==> src/rtl/flag_pkg.sv <==
// Shared types and constants for the flag controller: difficulty levels,
// controller states and the board-side lookup.
package flag_pkg;

  typedef enum logic [1:0] {
    LVL_NONE   = 2'd0,
    LVL_EASY   = 2'd1,
    LVL_MEDIUM = 2'd2,
    LVL_HARD   = 2'd3
  } level_t;

  typedef enum logic [1:0] {
    IDLE  = 2'd0,
    CLEAR = 2'd1,
    EXEC  = 2'd2
  } state_t;

  localparam int SIDE_EASY   = 8;
  localparam int SIDE_MEDIUM = 10;
  localparam int SIDE_HARD   = 16;

  // Board side for a level; 0 for LVL_NONE so every coordinate is out of range.
  function automatic logic [4:0] board_side(input level_t lvl);
    case (lvl)
      LVL_EASY:   return 5'(SIDE_EASY);
      LVL_MEDIUM: return 5'(SIDE_MEDIUM);
      LVL_HARD:   return 5'(SIDE_HARD);
      default:    return 5'd0;
    endcase
  endfunction

endpackage

==> src/rtl/flag_ctl.sv <==
// Per-cell flag state for the overlay renderer: toggles flags on the active
// level's array under a mine-count budget, and row-sweeps all arrays on new game.
module flag_ctl
  import flag_pkg::*;
#(
  parameter int MAX_DIM = 16,
  parameter int CNT_W   = 8
) (
  input  logic                   clk,
  input  logic                   rst,
  input  level_t                 level,
  input  logic                   new_game,
  input  logic                   game_over,
  input  logic [CNT_W-1:0]       max_flags,
  input  logic                   tgl_req,
  input  logic [3:0]             tgl_x,
  input  logic [3:0]             tgl_y,
  input  logic                   tgl_revealed,
  output logic                   tgl_ack,
  output logic                   tgl_done,
  output logic                   busy,
  output logic [CNT_W-1:0]       flags_left,
  output logic [7:0][7:0]        flag_arr_easy,
  output logic [9:0][9:0]        flag_arr_medium,
  output logic [15:0][15:0]      flag_arr_hard
);

  localparam int ROW_W = $clog2(MAX_DIM);

  state_t             state;
  state_t             state_next;
  logic [ROW_W-1:0]   row;
  logic [CNT_W-1:0]   budget;
  logic               latch_budget;

  logic [MAX_DIM-1:0] row_oh;
  logic [63:0]        flip_easy;
  logic [99:0]        flip_medium;
  logic [255:0]       flip_hard;
  logic [4:0]         side;
  logic               in_range;
  logic               cur_bit;
  logic               accept;

  // Arrays are handled as flat vectors: element [x][y] sits at bit x*side+y,
  // so a whole row y is the one-hot row pattern replicated once per column.
  assign row_oh      = MAX_DIM'(1) << row;
  assign flip_easy   = 64'd1 << {tgl_x[2:0], tgl_y[2:0]};
  assign flip_medium = 100'd1 << (7'(tgl_x) * 7'd10 + 7'(tgl_y));
  assign flip_hard   = 256'd1 << {tgl_x, tgl_y};

  assign side     = board_side(level);
  assign in_range = ({1'b0, tgl_x} < side) && ({1'b0, tgl_y} < side);

  always_comb begin
    cur_bit = 1'b0;
    case (level)
      LVL_EASY:   cur_bit = |(flag_arr_easy & flip_easy);
      LVL_MEDIUM: cur_bit = |(flag_arr_medium & flip_medium);
      LVL_HARD:   cur_bit = |(flag_arr_hard & flip_hard);
      default:    cur_bit = 1'b0;
    endcase
  end

  // Clearing a flag is always legal in range; placing one needs a covered cell and budget.
  always_comb begin
    accept = 1'b0;
    if (level != LVL_NONE && !game_over && in_range) begin
      accept = cur_bit ? 1'b1 : (!tgl_revealed && flags_left != '0);
    end
  end

  always_comb begin
    state_next   = state;
    latch_budget = 1'b0;
    case (state)
      IDLE: begin
        if (new_game) begin
          state_next   = CLEAR;
          latch_budget = 1'b1;
        end else if (tgl_req && !tgl_ack) begin
          // The ack cycle still sees the old request; ignore it.
          state_next = EXEC;
        end
      end
      CLEAR: begin
        if (new_game) begin
          latch_budget = 1'b1;
        end else if (row == ROW_W'(MAX_DIM - 1)) begin
          state_next = IDLE;
        end
      end
      EXEC: begin
        state_next   = new_game ? CLEAR : IDLE;
        latch_budget = new_game;
      end
      default: state_next = IDLE;
    endcase
  end

  always_ff @(posedge clk or posedge rst) begin
    if (rst) begin
      state           <= IDLE;
      row             <= '0;
      budget          <= '0;
      flags_left      <= '0;
      tgl_ack         <= 1'b0;
      tgl_done        <= 1'b0;
      busy            <= 1'b0;
      flag_arr_easy   <= '0;
      flag_arr_medium <= '0;
      flag_arr_hard   <= '0;
    end else begin
      state    <= state_next;
      busy     <= (state_next == CLEAR);
      tgl_ack  <= (state == EXEC);
      tgl_done <= (state == EXEC) && accept;

      if (latch_budget) begin
        budget <= max_flags;
        row    <= '0;
      end else if (state == CLEAR) begin
        row <= row + 1'b1;
      end

      if (state == CLEAR) begin
        flag_arr_easy   <= flag_arr_easy   & ~{8{row_oh[7:0]}};
        flag_arr_medium <= flag_arr_medium & ~{10{row_oh[9:0]}};
        flag_arr_hard   <= flag_arr_hard   & ~{16{row_oh[15:0]}};
        if (state_next == IDLE) begin
          flags_left <= budget;
        end
      end else if (state == EXEC && accept) begin
        case (level)
          LVL_EASY:   flag_arr_easy   <= flag_arr_easy ^ flip_easy;
          LVL_MEDIUM: flag_arr_medium <= flag_arr_medium ^ flip_medium;
          LVL_HARD:   flag_arr_hard   <= flag_arr_hard ^ flip_hard;
          default:    ;
        endcase
        if (!cur_bit) begin
          flags_left <= flags_left - 1'b1;
        end else if (flags_left < budget) begin
          flags_left <= flags_left + 1'b1;
        end
      end
    end
  end

endmodule

==> config.mk <==
export PLATFORM = sky130hd
export DESIGN_NAME = flag_ctl
export DESIGN_NICKNAME = d
export VERILOG_FILES = /design/src/rtl/flag_pkg.sv /design/src/rtl/flag_ctl.sv
export SDC_FILE = /design/constraint.sdc
export NUM_CORES = 2
export LEC_CHECK = 0
export CORE_MARGIN = 2
export CORE_UTILIZATION = 30
export DETAILED_ROUTE_END_ITERATION = 8
export DONT_BUFFER_PORTS = 1
export GPL_TIMING_DRIVEN = 0
export PLACE_DENSITY = 0.44
export SLEW_MARGIN = 0
export SYNTH_ARGS = -nofsm -noshare
export SYNTH_HDL_FRONTEND = slang
export SYNTH_SLANG_ARGS = --single-unit
export TNS_END_PERCENT = 50
==> constraint.sdc <==
create_clock -name clk -period 37.1 [get_ports clk]
set_input_delay 11.13 -clock clk [delete_from_list [all_inputs] [get_ports clk]]
set_output_delay 11.13 -clock clk [all_outputs]
set_load 0.05 [all_outputs]
Word level (Yosys, flattened, before mapping)
Cells that the tools add are included.

word-level totals
  flip-flop bits (word level) = 445
  output and inout bits = 431
  word-level logic and storage cells = 128
  input bits = 24

cells by class
  add/sub/neg operators = 4
  reduce and logical (&&, ||, !) cells = 26
  shift operators = 4
  eq/ne operators = 9
  multiply operators = 1
  bitwise gates (word level) = 12
  muxes and demuxes = 28
  $lt $le $gt $ge = 3

operators with widths
  operator                                            count
  2-to-1 mux 256 bit                                  3
  bitwise AND 256 bit                                 2
  2-to-1 mux 100 bit                                  3
  NOT 256 bit                                         1
  OR reduction 256 bit                                1
  << shifter 1 x 8 -> 256 bit (first input constant)  1
  bitwise XOR 256 bit                                 1
  bitwise AND 100 bit                                 2
  2-to-1 mux 64 bit                                   3
  bitwise AND 64 bit                                  2
  NOT 100 bit                                         1
  OR reduction 100 bit                                1
  << shifter 1 x 7 -> 100 bit (first input constant)  1
  bitwise XOR 100 bit                                 1
  NOT 64 bit                                          1
  OR reduction 64 bit                                 1
  << shifter 1 x 6 -> 64 bit (first input constant)   1
  bitwise XOR 64 bit                                  1
  2-to-1 mux 8 bit                                    5
  << shifter 1 x 4 -> 16 bit (first input constant)   1
  one-hot mux 5 bit (3 select lines)                  1
  nonzero test 2 bit                                  6
  less-than comparator 4 x 5 -> 1 bit                 2
  adder 8 x 1 -> 8 bit (second input constant)        1
  other kinds (23)                                    44

Longest topological paths before layout
  depth after elaboration = 11
  mapped depth = 23
  gate-level depth less buffers = 22

Least setup slack after synthesis
Ideal clock, no wire load.

  kind = input-to-reg
  start point = input port tgl_x[1]
  end point = register flags_left[7]
  path buffers = 1
  required time = 36.974 ns
  stages = 23
  arrival time = 16.261 ns
  library setup time = 0.126 ns
  setup slack = 20.713 ns
  cells stage by stage = ha_1 -> ha_1 -> inv_1 -> fa_1 -> nor3b_1 -> xnor2_1 -> nand2b_1 -> clkbuf_1 -> nor2_1 -> ha_1 -> nor4_1 -> nand4_1 -> nor2_1 -> a41oi_1 -> o31ai_4 -> ha_1 -> a21o_1 -> a21oi_1 -> o21ai_0 -> o41ai_1 -> or4_1 -> a21oi_1 -> o32a_1

between the ends
  cells in the longest elaborated chain, start to end = 11
  elaborated cells between the ends (all ways) = 24
  classes of those cells = add/sub: 1; mul: 1; order compare: 1; eq/ne: 1; shift: 3; mux: 6; bitwise: 3; reduce/logical: 8

RTL lines
  what                                  RTL line         RTL
  from (decl)                           flag_ctl.sv:16   input logic [3:0] tgl_x,
  multiplier 4 x 3 -> 6 bit             flag_ctl.sv:49   assign flip_medium = 100'd1 << (7'(tgl_x) * 7'd10 + 7'(tgl_y));
  adder 7 x 4 -> 7 bit                  flag_ctl.sv:49
  << shifter 1 x 7 -> 100 bit           flag_ctl.sv:49
  bitwise AND 100 bit                   flag_ctl.sv:59   LVL_MEDIUM: cur_bit = |(flag_arr_medium & flip_medium);
  OR reduction 100 bit                  flag_ctl.sv:59
  one-hot mux 1 bit (3 select lines)    flag_ctl.sv:57   case (level)
  2-to-1 mux 1 bit                      flag_ctl.sv:69   accept = cur_bit ? 1'b1 : (!tgl_revealed && flags_left != '0);
  2-to-1 mux 1 bit                      flag_ctl.sv:68   if (level != LVL_NONE && !game_over && in_range) begin
  logical AND 1 bit                     flag_ctl.sv:133  end else if (state == EXEC && accept) begin
  nonzero test 2 bit (no source line)   -
  AND reduction 3 bit (no source line)  -
  to (signal assigned)                  flag_ctl.sv:131  flags_left <= budget;
  to (signal assigned)                  flag_ctl.sv:141  flags_left <= flags_left - 1'b1;
  to (signal assigned)                  flag_ctl.sv:143  flags_left <= flags_left + 1'b1;
  to (decl)                             flag_ctl.sv:22   output logic [CNT_W-1:0] flags_left,

Parallel ways exist; a longest one is shown, timed or not. The select of a mux whose other input is x is not followed.
A chain may end at the register's enable or synchronous reset.

Final worst setup path
Same ends and word-level chain as after synthesis.

==> qor.txt <==
worst r2r src -> flag_arr_hard[67]
Switching Fraction -> 0.373
Crit path depth -> 23
Fill cells -> 9,013
EDFF count, synth -> 0
DRC viols -> 0
Crit-path slowest cell -> o31ai_4
top_reg_cell synth -> dfrtp_1
CTS clk-pin slew, worst paths -> 0.06 ns
logic gate share of total power -> 0.106
NetSw -> 521 µW
ys async rst share -> 1.00
crit-path cells -> ha_1 -> ha_1 -> inv_1 -> fa_1 -> nor3b_1 -> xnor2_1 -> nand2b_1 -> clkbuf_1 -> nor2_1 -> ha_1 -> nor4_1 -> nand4_1 -> nor2_1 -> a41oi_1 -> o31ai_4 -> ha_1 -> a21o_1 -> a21oi_1 -> o21ai_0 -> o41ai_1 -> or4_1 -> a21oi_1 -> o32a_1
Final ANT Viol Nets -> 0
synthesized cell area -> 26,400 µm²
setup bufs post-CTS -> 0
leakage power -> 0.0152 µW
slowest stage delay, CP -> 0.75 ns
critical path class -> input pin to flip-flop
Setup-failing EPs final -> 0
worst hold slack -> 0.549 ns
sequential area share after synthesis -> 0.421
mux share of post-synthesis cell area -> 0.00341
global-route wire length before repair -> 178,000 µm
synthesized area per cell -> 9.36 µm²
arrival time at the worst endpoint -> 17.77 ns
Worst EP required -> 37.60 ns
largest family of logic cells by synthesized area -> adder cells
vias per cell -> 5.55
post-route clock skew -> 0.0513 ns
global placer's final weighted congestion -> 0.913
synth warn -> 0
P_int -> 877 µW
Buf/Inv on CP -> 2
input/output buffers -> 0
pre-CTS WS -> 19.30 ns
die area -> 90,500 µm²
Fin. Hold Viols -> 0
Mapped Cells -> 2,824
# clock sinks -> 445
final setup margin -> 19.83 ns
total track usage -> 0.279
most common cell after layout, fill and taps aside -> nand2_1
Antenna Cells -> 0
crit-path max FO -> 13
commonest cells after routing, fill and taps aside -> nand2_1 (561), ha_1 (454), dfrtp_1 (445), nor2_1 (397), a22o_1 (204)
Hold Path Class -> flip-flop to flip-flop
share of cells above drive strength 1 -> 0.0568
die height -> 301 µm
Period minus WS final -> 17.27 ns
Starting DRT DRC Count -> 2,400
Slew Limit Fails -> 0
Starting Density -> 0.304
clk buf depth -> 3
setup tns final -> 0 ns
clock latency on the worst-skew pair -> 0.66 ns
FF+latch count, synth -> 445
post-synthesis adder-cell area fraction -> 0.217
antenna violations before repair -> 6
Overflow after GRT -> 0
Routed WL per cell -> 31.5 µm
cts hold-fix bufs -> 0
Synth Area in Simple Gates -> 0.189
TritonRoute pass-1 iters -> 5
RSZ-0062 raised after global routing -> no
total number of vias -> 22,600
Setup crit start kind -> input pin
hpwl dp -> 97,300 µm
Distinct cells, synth -> 56
Core Util, Final -> 0.342
Final period util -> 0.466
Die Width -> 301 µm
largest net degree at the start of global routing -> 117
H-tree levels -> 2
CTS tree -> built
Hold Startpoint -> state[0]
fin nets -> 3,367
Worst Hold Depth -> 1
# rows -> 108
cell mode on critical path -> ha_1
power share of the clock group -> 0.393
Worst slew margin -> 0.0502
total CTS buffers -> 56
WL final -> 129,000 µm
Cell Pwr Density -> 47.0 nW/µm²
max-cap viol count -> 0
sequential power share -> 0.502
delay-heaviest family, CP -> compound AO/OA/AOI/OAI gates
complex-gate fraction of the synthesized area -> 0.129
crit path from -> tgl_x[1]
num ports -> 455
measured slew at the worst slew-check pin -> 1.42 ns
synthesis-to-finish area growth -> 12.6%
Syn Nets -> 3,305
Worst Setup End Kind -> flip-flop
VDD IR max -> 0.0425 mV
fmax -> 0.0579 GHz
status -> completed
post_cts resized -> 0
total core area -> 87,000 µm²
vias in the first global route -> 22,200
area share of xor/xnor cells in the synthesized design -> 0.00431
Clock Tree Root -> clkbuf_16
R2R cell count -> 14
-- state kept, by name, indices dropped and copies added (netlist names) --
| signal | flops |
|---|---|
| flag_arr_hard | 256 |
| flag_arr_medium | 100 |
| flag_arr_easy | 64 |
| budget | 8 |
| flags_left | 8 |
| row | 4 |
| state | 2 |
| busy | 1 |
| tgl_ack | 1 |
| tgl_done | 1 |
-- layer usage --
layer / routed length (µm) / track usage
met1: 52400 / 0.354
met2: 56800 / 0.430
met3: 14700 / 0.111
met4: 4820 / 0.0948
met5: 7 / 0
-- power by group through the flow --
stage / clock [µW] / combinational, µW / sequential, µW
after floorplan: 0 / 97.6 / 679
after global routing: 575 / 167 / 706
after detailed placement: 0 / 146 / 711
final: 549 / 148 / 701
after CTS: 556 / 147 / 701
after global placement: 0 / 142 / 710
-- layout make-up --
cell class	count	area [µm²]	share of cell area
multi-input combinational	2139	14300	0.482
sequential	445	11100	0.374
clock buffer	90	1680	0.0564
tap	1155	1450	0.0485
buffer	147	618	0.0208
inverter	93	357	0.0120
timing repair buffer	4	110	0.00370
clock inverter	7	93.8	0.00315
-- synthesized netlist by cell type (all sizes together), types with 2 or more instances --
library cell | instances | share of area
buf | 53 | 0.010
o21ai | 243 | 0.049
o21a | 2 | 0.00057
and2 | 14 | 0.0033
or2 | 5 | 0.0012
dfrtp | 445 | 0.42
clkbuf | 94 | 0.013
mux2 | 6 | 0.0034
nor2b | 10 | 0.0024
xnor2 | 7 | 0.0023
o41ai | 2 | 0.00066
xor2 | 6 | 0.0020
o22ai | 2 | 0.00047
fa | 3 | 0.0023
nand4 | 30 | 0.0071
nand2 | 567 | 0.081
nand3 | 14 | 0.0026
nor3 | 6 | 0.0016
nor4b | 2 | 0.0011
inv | 93 | 0.013
nor2 | 398 | 0.057
nor4 | 111 | 0.027
nand2b | 9 | 0.0021
a21oi | 15 | 0.0028
a41oi | 2 | 0.00095
and3 | 4 | 0.00095
a31oi | 3 | 0.00071
ha | 454 | 0.21
a22o | 204 | 0.068
o31ai | 4 | 0.0022
a21o | 4 | 0.0011
-- final timing paths --
check | slack, ns | endpoint
min in group asynchronous | 10.40 | budget[1]
max reg2reg | 31.22 | flags_left[7]
max | 19.83 | flags_left[7]
max in group asynchronous | 25.20 | flag_arr_hard[92]
min reg2reg | 0.55 | tgl_ack
min | 0.55 | tgl_ack
-- logic make-up (layout without fill, tap and decap cells) --
group | after synthesis | in the layout
and+or+nand+nor | 1173 | 1173
AOI/OAI and AO/OA | 490 | 490
adders and majority gates | 457 | 457
DFF | 445 | 445
buffers and inverters | 240 | 341
xor gates and xnor gates | 13 | 13
muxes | 6 | 6
-- per-stage QoR --
step / power (µW) / cell area, µm² / instances
2_1_floorplan: 777 / 26400 / 2824
3_3_place_gp: 852 / 27900 / 3979
3_5_place_dp: 857 / 28000 / 3983
4_1_cts: 1400 / 29800 / 4080
5_1_grt: 1450 / 29800 / 4080
6_report: 1400 / 29800 / 4080
Power figures use the tool's default switching activity.
